[config.mk]
export PLATFORM = sky130hd
export DESIGN_NAME = fp32_divider
export DESIGN_NICKNAME = d
export VERILOG_FILES = /design/src/rtl/fp32_divider.sv
export SDC_FILE = /design/constraint.sdc
export NUM_CORES = 1
export LEC_CHECK = 0
export ABC_CLOCK_PERIOD_IN_PS = 9600
export CAP_MARGIN = 20
export CORE_ASPECT_RATIO = 0.75
export CORE_MARGIN = 5
export CORE_UTILIZATION = 25
export CTS_CLUSTER_DIAMETER = 40
export DETAILED_ROUTE_END_ITERATION = 8
export PLACE_DENSITY = 0.5
export SYNTH_ARGS = -nofsm -noshare
export SYNTH_HDL_FRONTEND = slang
export SYNTH_SLANG_ARGS = --single-unit
[constraint.sdc]
create_clock -name clk -period 9.6 [get_ports clk]
set_input_delay 0.96 -clock clk [delete_from_list [all_inputs] [get_ports clk]]
set_output_delay 0.96 -clock clk [all_outputs]
set_load 0.03 [all_outputs]
[src/rtl/fp32_divider.sv]
// Multi-cycle IEEE754 single-precision divider (res = op1 / op2), restoring mantissa divide, RNE, denormals flushed.
// Latency: done 31 edges after start (2 for special operands); ready ignored while busy.
module fp32_divider #(
    parameter logic [31:0] NAN_VALUE = 32'h7FFFFFFF,
    parameter int          QBITS     = 26
) (
    input  logic        clk,
    input  logic        rst,
    input  logic        ready,
    input  logic [31:0] op1,
    input  logic [31:0] op2,
    output logic [31:0] res,
    output logic        done,
    output logic        busy
);

    localparam int CNT_W = $clog2(QBITS);
    localparam logic [CNT_W-1:0] LAST_ITER = CNT_W'(QBITS - 1);

    typedef enum logic [2:0] {
        ST_IDLE,
        ST_CHECK,
        ST_DIV,
        ST_NORM,
        ST_ROUND,
        ST_PACK,
        ST_FINISH
    } state_t;

    state_t             state;
    logic               s1, s2, sign;
    logic [7:0]         e1, e2;
    logic [22:0]        f1, f2;
    logic signed [9:0]  exp;
    logic [25:0]        rem;
    logic [23:0]        dvs;
    logic [QBITS-1:0]   q;
    logic [CNT_W-1:0]   count;
    logic [22:0]        frac;
    logic               g, st;
    logic [31:0]        result;

    logic nan1, nan2, inf1, inf2, zero1, zero2, num1;
    logic is_nan, is_inf, is_zero;
    logic               ge;
    logic [25:0]        diff;
    logic [23:0]        frac_inc;
    logic               round_up;
    logic signed [9:0]  exp_start;

    always_comb begin
        nan1  = (e1 == 8'hFF) && (f1 != 23'd0);
        nan2  = (e2 == 8'hFF) && (f2 != 23'd0);
        inf1  = (e1 == 8'hFF) && (f1 == 23'd0);
        inf2  = (e2 == 8'hFF) && (f2 == 23'd0);
        zero1 = (e1 == 8'd0);
        zero2 = (e2 == 8'd0);
        num1  = !nan1 && !inf1 && !zero1;
        // Tests are evaluated in priority order in ST_CHECK
        is_nan  = nan1 || nan2 || (zero1 && zero2) || (inf1 && inf2);
        is_inf  = inf1 || (num1 && zero2);
        is_zero = zero1 || (num1 && inf2);
        exp_start = $signed({2'b00, e1}) - $signed({2'b00, e2}) + 10'sd127;

        ge   = (rem >= {2'b00, dvs});
        diff = rem - {2'b00, dvs};

        frac_inc = {1'b0, frac} + 24'd1;
        round_up = g && (st || frac[0]);
    end

    always_ff @(posedge clk or posedge rst) begin
        if (rst) begin
            state  <= ST_IDLE;
            res    <= 32'd0;
            done   <= 1'b0;
            busy   <= 1'b0;
            s1     <= 1'b0;
            s2     <= 1'b0;
            sign   <= 1'b0;
            e1     <= 8'd0;
            e2     <= 8'd0;
            f1     <= 23'd0;
            f2     <= 23'd0;
            exp    <= 10'sd0;
            rem    <= 26'd0;
            dvs    <= 24'd0;
            q      <= '0;
            count  <= '0;
            frac   <= 23'd0;
            g      <= 1'b0;
            st     <= 1'b0;
            result <= 32'd0;
        end else begin
            case (state)
                ST_IDLE: begin
                    done <= 1'b0;
                    if (ready) begin
                        {s1, e1, f1} <= op1;
                        {s2, e2, f2} <= op2;
                        busy  <= 1'b1;
                        state <= ST_CHECK;
                    end
                end
                ST_CHECK: begin
                    sign <= s1 ^ s2;
                    if (is_nan) begin
                        result <= NAN_VALUE;
                        state  <= ST_FINISH;
                    end else if (is_inf) begin
                        result <= {s1 ^ s2, 8'hFF, 23'd0};
                        state  <= ST_FINISH;
                    end else if (is_zero) begin
                        result <= {s1 ^ s2, 31'd0};
                        state  <= ST_FINISH;
                    end else begin
                        exp   <= exp_start;
                        rem   <= {3'b001, f1};
                        dvs   <= {1'b1, f2};
                        q     <= '0;
                        count <= '0;
                        state <= ST_DIV;
                    end
                end
                ST_DIV: begin
                    // rem stays below 2*dvs, so the shifted value always fits in 26 bits
                    rem   <= (ge ? diff : rem) << 1;
                    q     <= {q[QBITS-2:0], ge};
                    count <= count + 1'b1;
                    if (count == LAST_ITER)
                        state <= ST_NORM;
                end
                ST_NORM: begin
                    if (q[25]) begin
                        frac <= q[24:2];
                        g    <= q[1];
                        st   <= q[0] || (rem != 26'd0);
                    end else begin
                        frac <= q[23:1];
                        g    <= q[0];
                        st   <= (rem != 26'd0);
                        exp  <= exp - 10'sd1;
                    end
                    state <= ST_ROUND;
                end
                ST_ROUND: begin
                    if (round_up) begin
                        frac <= frac_inc[22:0];
                        if (frac_inc[23])
                            exp <= exp + 10'sd1;
                    end
                    state <= ST_PACK;
                end
                ST_PACK: begin
                    if (exp >= 10'sd255)
                        result <= {sign, 8'hFF, 23'd0};
                    else if (exp <= 10'sd0)
                        result <= {sign, 31'd0};
                    else
                        result <= {sign, exp[7:0], frac};
                    state <= ST_FINISH;
                end
                ST_FINISH: begin
                    res   <= result;
                    done  <= 1'b1;
                    busy  <= 1'b0;
                    state <= ST_IDLE;
                end
                default: state <= ST_IDLE;
            endcase
        end
    end

endmodule

==> key figures, run 1 <==
Critical path
  – Crit path buf inv count: 4
  – Slowest Stage Delay on Critical Path: about 570 ps
  – Worst path arrival time: 4460 ps
  – Cell depth of the worst setup path: 14
  – Setup crit end kind: flop
  – Setup CP Type: reg2reg
  – Worst Path Max Fanout: 46
  – Reg-to-reg slack, setup: 5580 ps
  – Crit path max-delay cell type: dfrtp_1
  – CP cell instances: inv_1, nor3_4, buf_4, inv_1, buf_4, ha_1, and3_1, a221o_1, o41ai_2, nor2_1, a211oi_2, nor2_1, a2111o_1, a21oi_1
  – Top delay family on crit path: compound AO/OA/AOI/OAI gates
  – Startpoint Class: flop
  – Reg2Reg Depth: 14
  – CP required: approximately 10000 ps

Power and ir drop
  – Total Power: between 6 and 7 mW
  – PwrDens: 374.5 nW/um2
  – Static leakage: ~6.8 nW
  – Peak supply drop: roughly 150 uV

Layout
  – Fraction of layout cells with a size suffix above 1: roughly 14%
  – Filler cell count: ~5500
  – Area grow syn2layout: 21.94%
  – N_diodes: 0
  – NumNets Final: 1585

Floorplanning
  – Core area: 53070 um2
  – Die ar.: between 50000 and 60000 um2
  – # rows: 73
  – Starting density of the core: between 20% and 30%
  – Die H: about 210 um
  – I/O pin cnt: ~100
  – Die width: roughly 280 um

Placement
  – Routability cong.: around 0.8
  – Post-DP HPWL: about 24 mm
  – Number of port buffers: 100

Timing
  – Fin Setup TNS: 0 ps
  – Slew headroom: between 20% and 30%
  – Count of final setup violators: 0
  – Max Slew Vio Count: 0
  – Max Clk Rate: between 200 and 250 MHz
  – Worst-margin pin slew: 1083 ps
  – Final min period: approximately 4000 ps
  – Tcrit/Tclk final: between 40% and 50%
  – Final Skew: around 26 ps
  – Hold Violations, Final: 0
  – Unrepaired setup endpoints after global routing: no

Clock tree
  – Clk buf depth: 3
  – H-tree depth: 2
  – Num CTS Buffers: 37
  – Root buffer cell: clkbuf_16
  – Clock Sink Count: 250
  – Clk_lat worst skew: about 530 ps
  – Hold buffers post-CTS: 0
  – Worst-path clk slew: ~60 ps
  – Cts repair resizes: 0
  – TritonCTS clock tree: yes
  – Setup Buffers After CTS: 0

Logic synthesis
  – Number of synthesized flops with an enable pin: 0
  – Register area share after synthesis: approximately 47%
  – Seq cells post-synth: 250
  – Distinct cells, synth: slightly above 80
  – Post-synth ARST share: 100.0%
  – Synth Area in Compound Gates: 17.76%
  – Adder-cell share of the synthesized area: 4.565%
  – Post-Syn Nets: around 1500
  – Multiplexer share of the synthesized area: between 10% and 20%
  – XOR/XNOR share of the synthesized area: between 2 and 3%
  – YS warnings: 0
  – Syn_area_per_cell: slightly below 10 um2
  – Most used DFF post-synth: dfrtp_1
  – Post-synth top cells: dfrtp_1 (250), nand2_1 (184), a21oi_1 (108)
  – Share of the synthesized area in the top cell type: about 47%
  – Largest cells by area after synthesis: dfrtp_1 (47%), mux2_2 (8.3%), nand2_1 (5.1%)
  – Mapped cell area: ~13000 um2
  – Cell taking the most area after synthesis: dfrtp_1
  – Simple-gate share of the synthesized area: around 14%
  – Cells after Synth: 1393
  – Combinational family with the most area after synthesis: compound AO/OA/AOI/OAI gates
  – Most common cell in the netlist: dfrtp_1

Drt
  – DRC violations left: 0
  – Pre-Repair DR Iteration Count: 5
  – Detailed-route vias per instance: ~4.7
  – Post-Route WL: 34.78 mm
  – Via count: around 10000
  – Detailed-route wire length per cell: around 16 um
  – Routed Antenna Nets: 0
  – 1st-iter DRT viols: a little over 800

GRT
  – Global-route wire length before repair: ~57 mm
  – Global route overflow: 0
  – Initial antenna violation count: 0
  – Largest net degree at the start of global routing: 184
  – Overall routing resource usage: between 10% and 20%
  – Vias in the first global route: 10060

Status
  – Status: completed

Worst hold path
  – Hold depth: 2
  – Worst hold path class: reg2reg

Flow run
  – Maxcap violations: 0
-- worst min-delay path, cell delays in order, from the launching register on --
cell and delay [ps]:
dfrtp_1 340, nand2_1 50, o21ai_1 60
-- through the flow --
step                      area (um2)  instances  hold slack (ps)  util (%)  setup slack, ps
final                          16380       2210            485.0     30.86             5577
after floorplan                13430       1393            433.6         -             1768
after detailed placement       15160       2142            452.8     28.57             5642
after CTS                      16350       2208            489.7     30.81             5614
after global placement         15160       2142            450.8     28.57             5725
after global routing           16380       2210            515.4     30.86             5199
-- per-layer routing --
metal / global-route usage [%] / share of wire (%) / up-vias
met3: 2.287 / 4.7 / 56
met5: 0 / 0 / -
met4: 2.898 / 2.1 / 0
met1: 18.03 / 52 / 5018
met2: 16.52 / 41 / 234
li1: - / - / 5170
-- path summary, 6_finish.rpt --
path                                         from                      to
min in group asynchronous                     rst       f1[9]$_DFFE_PP0P_
max in group asynchronous                     rst      exp[1]$_DFFE_PP0P_
max reg2reg                  state[2]$_DFFE_PP0P_      exp[9]$_DFFE_PP0P_
max                          state[2]$_DFFE_PP0P_      exp[9]$_DFFE_PP0P_
min                        result[19]$_DFFE_PP0P_  result[19]$_DFFE_PP0P_
min reg2reg                result[19]$_DFFE_PP0P_  result[19]$_DFFE_PP0P_
-- final cells by class --
type                            count  area (um2)  share of cell area, %
Sequential cell                   250        6256                  38.20
Inverter                           61       236.5                  1.444
Clock inverter                     21       215.2                  1.314
Clock buffer                       45       975.9                  5.959
Timing Repair Buffer              117        1154                  7.044
Tap cell                          712       890.9                  5.439
Multi-Input combinational cell   1004        6650                  40.60
-- cell families after synthesis --
| group | count (synthesis) |
|---|---|
| AOI/OAI and AO/OA | 394 |
| xor gates and xnor gates | 38 |
| adders and majority gates | 48 |
| buffers and inverters | 139 |
| DFF | 250 |
| muxes | 130 |
| and+or+nand+nor | 394 |
-- layout by cell type (no fill, tap or decap), drive strengths merged, types with 21 or more instances in the layout --
cell,instances
dfrtp,250
mux2i,29
nor2,69
nand3,21
ha,45
nor4,21
a21oi,109
nand4,26
o21ai,160
clkbuf,45
clkdlybuf4s50,100
mux2,101
inv,70
nand2,184
-- report_power, final --
group | internal [mW] | total [mW] | switching [mW] | leakage [nW]
Sequential | 1.44 | 1.82 | 0.380 | 3.18
Clock | 0.793 | 1.32 | 0.525 | 0.574
Combinational | 1.26 | 2.99 | 1.73 | 3.04
-- flip-flops by register name, summed over array words and instances (netlist names), 3 cells and up --
signal,count
res,32
result,32
q,26
rem,26
dvs,24
f1,23
f2,23
frac,23
exp,10
e1,8
e2,8
count,5
state,3
No activity file was read; power rests on OpenSTA's default activity.
==> run 2: changes to the inputs <==
--- a/config.mk
+++ b/config.mk
@@ -5,14 +5,14 @@
 export SDC_FILE = /design/constraint.sdc
 export NUM_CORES = 1
 export LEC_CHECK = 0
-export ABC_CLOCK_PERIOD_IN_PS = 9600
+export ABC_CLOCK_PERIOD_IN_PS = 3550
 export CAP_MARGIN = 20
 export CORE_ASPECT_RATIO = 0.75
 export CORE_MARGIN = 5
 export CORE_UTILIZATION = 25
 export CTS_CLUSTER_DIAMETER = 40
 export DETAILED_ROUTE_END_ITERATION = 8
-export PLACE_DENSITY = 0.5
+export PLACE_DENSITY = 0.51
 export SYNTH_ARGS = -nofsm -noshare
 export SYNTH_HDL_FRONTEND = slang
 export SYNTH_SLANG_ARGS = --single-unit
==> constraint.sdc (replaced) <==
create_clock -name clk -period 3.55 [get_ports clk]
set_input_delay 0.355 -clock clk [delete_from_list [all_inputs] [get_ports clk]]
set_output_delay 0.355 -clock clk [all_outputs]
set_load 0.03 [all_outputs]
==> run 2 against run 1 <==
  * Global-route usage grew 0.096 points
  * Non-clock buffer count up 11
  * Register-to-register slack worse by 5100 ps
  * Core utilization grew 0.27 points
  * Critical endpoint is now rem[7]$_DFFE_PP0P_
  * Via count decreased by 0.55%
  * Maximum frequency is 31% higher
  * Clock skew increased by 4.1 ps
  * Sequential cell count stayed put
  * Critical path type unchanged
  * Sequential share of layout area is 0.33 points lower
  * First-iteration DRC count fell by 13%
  * Wire length increased by 0.11%
  * Cell count increased by 0.45%
==> key figures, run 2 (same netlist as run 1, synthesis figures left out) <==
Status
  – Status: completed

Clock tree
  – H-tree depth: 2 (unchanged)
  – Cts repair resizes: 0 (unchanged)
  – Worst-path clk slew: 60 ps (about the same)
  – Clock Sink Count: 250 (unchanged)
  – TritonCTS clock tree: yes
  – Clk buf depth: 3 (unchanged)
  – Hold buffers post-CTS: 0 (unchanged)
  – Root buffer cell: clkbuf_16
  – Num CTS Buffers: 36 (-2.7%)
  – Clk_lat worst skew: 540 ps (about the same)
  – Setup Buffers After CTS: 0 (unchanged)

Timing
  – Slew headroom: 30.44% (+2.6 points)
  – Final Skew: 30.08 ps (+4.114 ps)
  – Tcrit/Tclk final: 86.63% (+45 points)
  – Worst-case hold slack: 172.6 ps (-312.4 ps)
  – Worst-margin pin slew: 1041 ps (-42.16 ps)
  – Max Clk Rate: 325.2 MHz (+31%)
  – Final min period: 3075 ps (-947.9 ps)
  – Hold Violations, Final: 0 (unchanged)
  – Max Slew Vio Count: 0 (unchanged)
  – Count of final setup violators: 0 (unchanged)
  – Unrepaired setup endpoints after global routing: no

Floorplanning
  – Die ar.: 58510 um2 (unchanged)
  – # rows: 73 (unchanged)
  – I/O pin cnt: 101 (unchanged)
  – Die width: 277.6 um (unchanged)
  – Die H: 210.7 um (unchanged)
  – Core area: 53070 um2 (unchanged)
  – Starting density of the core: 25.31% (unchanged)

Placement
  – # placed instances: 2155 (+0.61%)
  – Routability cong.: 0.8306 (+2.7%)
  – Post-DP HPWL: 24.99 mm (+3.0%)
  – Number of port buffers: 100 (unchanged)
  – Dpl cell area: 15260 um2 (+0.69%)

Layout
  – Core Util, Final: 31.13% (+0.27 points)
  – Largest regs: res x32, result x32
  – Final Instance Count excl. Fillers: 2220 (+0.45%)
  – N_diodes: 0 (unchanged)
  – NumNets Final: 1595 (+0.63%)
  – Post-route cell area: 16520 um2 (+0.86%)
  – Most common cell after layout, fill and taps aside: dfrtp_1
  – Fraction of layout cells with a size suffix above 1: 14.72% (+0.84 points)
  – Most frequent cells in the layout: dfrtp_1 (250), nand2_1 (184), a21oi_1 (108)
  – Area grow syn2layout: 22.99%

Drt
  – Detailed-route vias per instance: 4.694 (-1.0%)
  – Pre-Repair DR Iteration Count: 5 (unchanged)
  – Detailed-route wire length per cell: 15.68 um (-0.34%)
  – Via count: 10420 (-0.55%)
  – 1st-iter DRT viols: 709 (-13%)
  – DRC violations left: 0 (unchanged)
  – Routed Antenna Nets: 0 (unchanged)
  – Post-Route WL: 34.82 mm (+0.11%)

Critical path
  – Worst path arrival time: 3430 ps (-1030 ps)
  – Worst Path Max Fanout: 17 (-63%)
  – Setup crit end kind: flop
  – Startpoint Class: flop
  – Setup CP Type: reg2reg
  – CP required: 3910 ps (-6130 ps)

Power and ir drop
  – PwrDens: 1012 nW/um2 (+170%)
  – Static leakage: 6.863 nW (+1.2%)
  – Peak supply drop: 339.0 uV (+130%)
  – Total Power: 16.71 mW (+170%)

GRT
  – Met1 GRT Util: 17.91% (-0.13 points)
  – Initial antenna violation count: 1 (+1)
  – Largest net degree at the start of global routing: 104 (-43%)
  – Vias in the first global route: 10120 (+0.63%)
  – Global-route wire length before repair: 56.88 mm (about the same)
  – Grt met3 use: 2.376% (+0.088 points)
  – Met2 Track Usage GR: 17.23% (+0.71 points)
  – Overall routing resource usage: 11.72% (+0.096 points)
  – Global route overflow: 0 (unchanged)
  – Gr busiest metal: met1

Worst hold path
  – Worst hold path class: in2async

Flow run
  – Maxcap violations: 0 (unchanged)
run 2: cell count changes in the layout (fill, tap and decap cells not counted), sizes merged:
cell    delta
buf       +11
inv        -5
clkbuf     -2
clkinv     +6
run 2: worst max-delay path: stages (launching register included):
cell	delay [ps]
dfrtp_1	390
inv_1	90
ha_1	180
inv_1	60
fa_1	430
a211oi_2	270
o21ai_1	130
a32oi_2	350
a31oi_4	160
a31oi_2	230
buf_4	250
nor2_1	80
a211oi_1	210
a21oi_1	70
run 2: routing by layer:
layer  part of all wire [%]  wire length, um  vias to the layer above
li1                       -                -                     5184
met1                     52            18050                     4981
met2                     42            14680                      218
met3                    4.7             1634                       35
met4                    1.2              432                        2
met5                  0.037               13                        -
run 2: cell type report:
cell class | count | area [um2]
sequential | 250 | 6256
multi-input combinational | 1004 | 6648
clock inverter | 22 | 259.0
timing repair buffer | 128 | 1236
inverter | 61 | 232.7
fill | 5479 | 36550
tap | 712 | 890.9
clock buffer | 43 | 997.2
run 2: per-stage QoR:
step | setup TNS [ps] | setup slack (ps)
floorplan | -23170 | -92.70
global placement | 0 | 551.6
detailed placement | 0 | 457.3
CTS | 0 | 447.3
global route | 0 | 192.9
finish | 0 | 474.5
run 2: worst paths after layout:
kind,startpoint,endpoint,slack [ps],depth (start not counted)
worst min-delay path,rst,rem[6]$_DFFE_PP0P_,170,2
max in group asynchronous,rst,rem[10]$_DFFE_PP0P_,2440,3
worst min register to register,dvs[23]$_DFFE_PP0P_,dvs[23]$_DFFE_PP0P_,470,1
worst max-delay path,rem[0]$_DFFE_PP0P_,rem[7]$_DFFE_PP0P_,470,13
worst max register to register,rem[0]$_DFFE_PP0P_,rem[7]$_DFFE_PP0P_,470,13
min in group clk,op2[25],e2[2]$_DFFE_PP0P_,390,3
run 2: power breakdown:
part	switching, mW	leakage (nW)	total [mW]	internal, mW
Combinational	4.71	3.08	8.17	3.46
Clock	1.44	0.608	3.64	2.21
Sequential	1.00	3.18	4.90	3.89
==> run 3: changes to the inputs <==
--- a/config.mk
+++ b/config.mk
@@ -12,7 +12,9 @@
 export CORE_UTILIZATION = 25
 export CTS_CLUSTER_DIAMETER = 40
 export DETAILED_ROUTE_END_ITERATION = 8
+export GPL_ROUTABILITY_DRIVEN = 0
 export PLACE_DENSITY = 0.51
+export SLEW_MARGIN = 10
 export SYNTH_ARGS = -nofsm -noshare
 export SYNTH_HDL_FRONTEND = slang
 export SYNTH_SLANG_ARGS = --single-unit
==> results of run 3 <==
No change in the layout: final DEF, timing and power equal those of run 2.
